## src/rtl/dnn_word_reader.sv

```systemverilog
// dnn_word_reader: Avalon-MM pipelined read master for the DNN accelerator.
// Fetches a block of num_words contiguous 32-bit words from a word-aligned
// byte address and returns them in order on a valid/ready stream.
//
// Ports:
//   i_clk, i_rst                 clock, asynchronous active-high reset
//   i_start, i_base_addr,        command strobe and arguments (sampled in IDLE)
//   i_num_words
//   o_busy, o_done               transfer in progress / one-cycle completion pulse
//   o_master_*, i_master_*       Avalon-MM pipelined read master
//   o_out_data, o_out_valid,     output word stream
//   i_out_ready
module dnn_word_reader #(
  parameter int FIFO_DEPTH = 8,
  parameter int LEN_W      = 16
) (
  input  logic             i_clk,
  input  logic             i_rst,
  input  logic             i_start,
  input  logic [31:0]      i_base_addr,
  input  logic [LEN_W-1:0] i_num_words,
  output logic             o_busy,
  output logic             o_done,
  output logic [31:0]      o_master_address,
  output logic             o_master_read,
  input  logic             i_master_waitrequest,
  input  logic [31:0]      i_master_readdata,
  input  logic             i_master_readdatavalid,
  output logic [31:0]      o_out_data,
  output logic             o_out_valid,
  input  logic             i_out_ready
);

  localparam int PTR_W = $clog2(FIFO_DEPTH);
  localparam int CNT_W = PTR_W + 1;
  localparam logic [CNT_W:0] DEPTH_C = (CNT_W + 1)'(FIFO_DEPTH);

  typedef enum logic [1:0] {
    S_IDLE   = 2'd0,
    S_ISSUE  = 2'd1,
    S_DRAIN  = 2'd2,
    S_FINISH = 2'd3
  } state_t;

  state_t           r_state, w_state_nxt;
  logic [31:0]      r_addr, w_addr_nxt;
  logic             r_read, w_read_nxt;
  logic [LEN_W-1:0] r_issue_cnt, w_issue_nxt;
  logic [LEN_W-1:0] r_ret_cnt, w_ret_nxt;
  logic [CNT_W-1:0] r_outstanding, w_outstanding_nxt;
  logic [PTR_W:0]   r_wr_ptr, r_rd_ptr;
  logic [31:0]      r_mem [FIFO_DEPTH];
  logic [CNT_W-1:0] w_fifo_count, w_fifo_count_nxt;
  logic             w_accept, w_push, w_pop, w_empty, w_full, w_credit_nxt;
  logic             r_busy, r_done;

  assign w_accept          = r_read & ~i_master_waitrequest;
  assign w_push            = i_master_readdatavalid;
  assign w_fifo_count      = r_wr_ptr - r_rd_ptr;
  assign w_empty           = (w_fifo_count == {CNT_W{1'b0}});
  assign w_full            = (w_fifo_count == CNT_W'(FIFO_DEPTH));
  assign w_pop             = ~w_empty & i_out_ready;
  assign w_fifo_count_nxt  = w_fifo_count + CNT_W'(w_push) - CNT_W'(w_pop);
  assign w_outstanding_nxt = r_outstanding + CNT_W'(w_accept) - CNT_W'(w_push);
  // Credit is judged on next-cycle occupancy so a request raised now already
  // has a FIFO slot reserved; the sum can only shrink until it is accepted.
  assign w_credit_nxt = ({1'b0, w_fifo_count_nxt} + {1'b0, w_outstanding_nxt}) < DEPTH_C;

  // Next-state, address, request and counter logic.
  always_comb begin
    w_state_nxt = r_state;
    w_addr_nxt  = r_addr;
    w_read_nxt  = r_read;
    w_issue_nxt = r_issue_cnt;
    if (w_pop) begin
      w_ret_nxt = r_ret_cnt - LEN_W'(1);
    end else begin
      w_ret_nxt = r_ret_cnt;
    end
    case (r_state)
      S_IDLE: begin
        w_read_nxt = 1'b0;
        if (i_start) begin
          if (i_num_words != {LEN_W{1'b0}}) begin
            w_state_nxt = S_ISSUE;
            w_addr_nxt  = i_base_addr & ~32'd3;
            w_issue_nxt = i_num_words;
            w_ret_nxt   = i_num_words;
            w_read_nxt  = w_credit_nxt;
          end else begin
            w_state_nxt = S_FINISH;
          end
        end else begin
          w_state_nxt = S_IDLE;
        end
      end
      S_ISSUE: begin
        if (w_accept) begin
          w_addr_nxt  = r_addr + 32'd4;
          w_issue_nxt = r_issue_cnt - LEN_W'(1);
          if (r_issue_cnt == LEN_W'(1)) begin
            w_read_nxt  = 1'b0;
            w_state_nxt = S_DRAIN;
          end else begin
            w_read_nxt = w_credit_nxt;
          end
        end else if (r_read) begin
          // Stalled request must hold regardless of credit changes.
          w_read_nxt = 1'b1;
        end else begin
          w_read_nxt = w_credit_nxt;
        end
      end
      S_DRAIN: begin
        w_read_nxt = 1'b0;
        if (r_ret_cnt == {LEN_W{1'b0}}) begin
          w_state_nxt = S_FINISH;
        end else begin
          w_state_nxt = S_DRAIN;
        end
      end
      S_FINISH: begin
        w_read_nxt  = 1'b0;
        w_state_nxt = S_IDLE;
      end
      default: begin
        w_read_nxt  = 1'b0;
        w_state_nxt = S_IDLE;
      end
    endcase
  end

  // State, request, counter and status registers.
  always_ff @(posedge i_clk or posedge i_rst) begin
    if (i_rst) begin
      r_state       <= S_IDLE;
      r_addr        <= 32'd0;
      r_read        <= 1'b0;
      r_issue_cnt   <= {LEN_W{1'b0}};
      r_ret_cnt     <= {LEN_W{1'b0}};
      r_outstanding <= {CNT_W{1'b0}};
      r_wr_ptr      <= {(PTR_W + 1){1'b0}};
      r_rd_ptr      <= {(PTR_W + 1){1'b0}};
      r_busy        <= 1'b0;
      r_done        <= 1'b0;
    end else begin
      r_state       <= w_state_nxt;
      r_addr        <= w_addr_nxt;
      r_read        <= w_read_nxt;
      r_issue_cnt   <= w_issue_nxt;
      r_ret_cnt     <= w_ret_nxt;
      r_outstanding <= w_outstanding_nxt;
      r_wr_ptr      <= r_wr_ptr + (PTR_W + 1)'(w_push);
      r_rd_ptr      <= r_rd_ptr + (PTR_W + 1)'(w_pop);
      r_busy        <= (w_state_nxt != S_IDLE);
      r_done        <= (r_state == S_FINISH);
    end
  end

  // Return-buffer storage; cleared on reset so the stream data reads zero.
  always_ff @(posedge i_clk or posedge i_rst) begin
    if (i_rst) begin
      for (int i = 0; i < FIFO_DEPTH; i++) begin
        r_mem[i] <= 32'd0;
      end
    end else if (w_push) begin
      r_mem[r_wr_ptr[PTR_W-1:0]] <= i_master_readdata;
    end else begin
      r_mem[r_wr_ptr[PTR_W-1:0]] <= r_mem[r_wr_ptr[PTR_W-1:0]];
    end
  end

  assign o_busy           = r_busy;
  assign o_done           = r_done;
  assign o_master_address = r_addr;
  assign o_master_read    = r_read;
  assign o_out_data       = r_mem[r_rd_ptr[PTR_W-1:0]];
  assign o_out_valid      = ~w_empty;

  dnn_word_reader_chk u_chk (
    .i_clk         (i_clk),
    .i_rst         (i_rst),
    .i_push        (w_push),
    .i_pop         (w_pop),
    .i_full        (w_full),
    .i_read        (r_read),
    .i_waitrequest (i_master_waitrequest),
    .i_address     (r_addr)
  );

endmodule

// dnn_word_reader_chk: simulation properties for the read master.
// Ports: clock/reset, FIFO push/pop/full, Avalon read/waitrequest/address.
module dnn_word_reader_chk (
  input logic        i_clk,
  input logic        i_rst,
  input logic        i_push,
  input logic        i_pop,
  input logic        i_full,
  input logic        i_read,
  input logic        i_waitrequest,
  input logic [31:0] i_address
);

  a_no_overflow: assert property (@(posedge i_clk) disable iff (i_rst)
    !(i_push && i_full && !i_pop));

  a_stall_hold: assert property (@(posedge i_clk) disable iff (i_rst)
    (i_read && i_waitrequest) |=> (i_read && $stable(i_address)));

endmodule
```

## config.mk

```make
export PLATFORM = sky130hd
export DESIGN_NAME = dnn_word_reader
export DESIGN_NICKNAME = d
export VERILOG_FILES = /design/src/rtl/dnn_word_reader.sv
export SDC_FILE = /design/constraint.sdc
export NUM_CORES = 1
export LEC_CHECK = 0
export ABC_AREA = 1
export CAP_MARGIN = 15
export CELL_PAD_IN_SITES_DETAIL_PLACEMENT = 1
export CELL_PAD_IN_SITES_GLOBAL_PLACEMENT = 2
export CORE_AREA = 3 3 243 245
export DETAILED_ROUTE_END_ITERATION = 8
export DIE_AREA = 0 0 246 248
export GPL_TIMING_DRIVEN = 0
export HOLD_SLACK_MARGIN = 0.12
export PLACE_DENSITY_LB_ADDON = 0.1
export REMOVE_ABC_BUFFERS = 1
export SKIP_LAST_GASP = 1
export SYNTH_ARGS = -nofsm -noshare
export SYNTH_HDL_FRONTEND = slang
export SYNTH_SLANG_ARGS = --single-unit
```

## constraint.sdc

```tcl
create_clock -name i_clk -period 14.9 [get_ports i_clk]
set_clock_uncertainty 0.15 [all_clocks]
set_input_delay 2.98 -clock i_clk [delete_from_list [all_inputs] [get_ports i_clk]]
set_output_delay 2.98 -clock i_clk [all_outputs]
set_load 0.005 [all_outputs]
```

==> impl_metrics.yaml <==
status:
  status: "complete, no violations"
timing:
  fin_crit_sh_pct: 47.6
  tightest_slew_ns: 0.990
  final_hold_viol_count: 0
  slew_headroom_pct: 33.8
  rsz0062_at_grt: "no"
  setup_viol: 0
  fin_crit_ns: 7.09
  slew_viol_final: 0
  fmax_ghz: 0.141
placement:
  gp_congestion: 0.783
  port_buffers: 149
  hpwl_mm: 42.1
  placed_area_mm2: 0.0219
floorplanning:
  die-height_um: 248
  dieArea_mm2: 0.0610
  initial_core_util_pct: 34.6
  die_w_um: 246
  ioPinCount: 154
  std_cell_rows: 88
  core_mm2: 0.0574
setup_path:
  required_ns: 11.77
  cp-end-kind: "primary output"
  cp.arrival_ns: 3.96
  worst_path_largest_cell_delay_ns: 0.77
  start_kind: "flop"
  reg2regPathDepth: 21
  r2r_slack_ns: 9.47
  crit_type: "reg2out"
  startpoint: "r_rd_ptr[0]$_DFF_PP0_"
  crit_buf_inv: 4
  path_max_fanout: 71
  crit_family: "buffers and inverters"
  worst_r2r_startpoint: "r_rd_ptr[1]$_DFF_PP0_"
  worstPathCellList: "buf_16 -> clkinv_2 -> buf_12 -> o21ai_0 -> a21oi_1 -> a31oi_1 -> clkdlybuf4s50_1"
  slowest_stage: "dfrtp_4"
  reg2reg_to: "o_master_read$_DFF_PP0_"
finish:
  layout_commonest_cell: "nand2_1"
  area.sequential_mm2: 0.00839
  multiInputGateArea_mm2: 0.00975
  drive_gt1_share_pct: 5.30
  final_cell_mix: "nand2_1, nand3_1, dfrtp_1"
  syn_to_final_growth_pct: 17.6
  fin_nets: 2755
  design_area_mm2: 0.0234
  fillers: 6922
clocking:
  root_buffer: "clkbuf_16"
  clockBufferDepth: 3
  ctsHtreeMaxLevel: 2
  clock_latency_ns: 0.57
  cts_hold_buf: 0
  tritoncts: "yes"
  clk_pin_slew_ns: 0.06
  numCtsBuffers: 43
  post_cts_buffers: 0
  ctsResizeCount: 0
  cts_sinks: 335
global_routing:
  grt_overflow: 0
  grt_use_total_pct: 22.8
  antenna_found_initial: 4
  grt_max_degree: 174
  grt_pass1_wl_mm: 112
  grt_pass1_vias: 20000
pwr:
  vdd_drop_max_mv: 0.109
  powerDensity_mw_per_mm2: 231
  p_leak_nw: 9.80
  fin_total_pwr_w: 0.00540
routing:
  drtPass1Iterations: 5
  wirelength_mm: 69.7
  wl_met3_mm: 2.74
  met2_length_mm: 34.7
  drt_iter0_drc: 1055
  drcViolationCount: 0
  top_layer: "met5"
  wl_met1_mm: 31.1
  vias_per_cell: 5.59
  vias: 19300
  avgRoutedWirePerCell_um: 20.2
  antenna_left: 0
synthesis:
  synth_edf_count: 0
  synth_flop_cell: "dfrtp_1"
  yosys_warnings: 0
  avgSynthCellArea_um2: 7.53
  syn_inst: 2638
  yosysSeqAreaShare_pct: 42.2
  synth_cell_types: 43
  ys_ff_latch: 335
  synthArstFlopShare_pct: 100
  synth.cell_area_mm2: 0.0199
job:
  maxCapViolCount: 0
worst_hold_path:
  hold_path_depth: 1
  min_path_type: "reg2reg"
  min_to: "r_wr_ptr[3]$_DFF_PP0_"
  hp-start: "r_wr_ptr[3]$_DFF_PP0_"
state kept, by name (all words and copies together), names as in the netlist:
name              cells
r_ret_cnt            16
r_issue_cnt          16
r_rd_ptr              4
r_state               2
r_wr_ptr              4
o_busy                1
o_master_address     30
r_mem               256
r_outstanding         4
o_master_read         1
o_done                1
stage by stage:
| step | hold WS [ns] | setup WS [ns] | setup TNS [ns] | utilization, % | instances |
|---|---|---|---|---|---|
| floorplan | 0.316 | 2.49 | 0 | - | 2425 |
| global placement | 0.333 | -6.79 | -2835.41 | 37.2 | 3339 |
| detailed placement | 0.344 | 8.30 | 0 | 38.2 | 3363 |
| CTS | 0.352 | 7.66 | 0 | 40.7 | 3442 |
| global route | 0.375 | 7.56 | 0 | 40.7 | 3442 |
| finish | 0.356 | 7.81 | 0 | 40.7 | 3444 |
power breakdown:
group / total (W) / leakage [nW] / internal [W] / switching (W)
clock network: 0.00108 / 0.708 / 0.000636 / 0.000440
registers: 0.00174 / 4.18 / 0.00134 / 0.000400
logic: 0.00258 / 4.92 / 0.00104 / 0.00155
routing by layer:
metal | track usage [%] | vias up
li1 | - | 9142
met1 | 29.3 | 9764
met2 | 40.7 | 273
met3 | 3.21 | 85
met4 | 5.07 | 4
met5 | 0 | -
cells by family after synthesis:
logic type	Yosys count	synth area share (%)
adders and majority gates	26	1.75
xor gates and xnor gates	23	1.01
buffers and inverters	413	8.87
AOI/OAI and AO/OA	560	18.2
other	1	0.0189
and+or+nand+nor	1280	27.9
DFF	335	42.2
worst max path at each step:
stage	endpoint	slack, ns	cells after the start
finish	o_out_data[30]	7.81	7
global route	o_out_data[24]	7.56	7
CTS	o_out_data[23]	7.66	7
detailed placement	o_out_data[23]	8.30	7
global placement	r_mem[197]$_DFFE_PP0P_	-6.79	4
floorplan	o_busy$_DFF_PP0_	2.49	1
cell type report:
class                   instances  area share [%]
clock inverters                16           0.589
multi-input cells            1891            41.7
repair buffers                173            8.83
flip-flops and latches        335            35.9
well taps                     765            4.10
clock buffers                  63            5.54
inverters                     199            3.29
diodes                          2          0.0214
cells in the mapped netlist, types with 5 or more instances:
cell type | instances | area, um^2
nor3_1 | 6 | 30.0
xor2_1 | 12 | 105
nand2_1 | 515 | 1930
o211ai_1 | 86 | 646
nand4_1 | 8 | 50.1
buf_1 | 6 | 22.5
xnor2_1 | 11 | 96.3
inv_1 | 191 | 717
nand3_1 | 479 | 2400
o311ai_1 | 33 | 289
a21oi_1 | 62 | 310
dfrtp_1 | 335 | 8380
clkbuf_1 | 97 | 364
nand3b_1 | 13 | 97.6
buf_4 | 13 | 97.6
ha_1 | 23 | 288
o21ai_0 | 228 | 1140
a31oi_1 | 32 | 200
o311ai_0 | 110 | 963
nor2_1 | 241 | 905
inv_2 | 5 | 18.8
buf_2 | 91 | 455
buf_6 | 6 | 67.6
(Power assumes the default switching activity.)
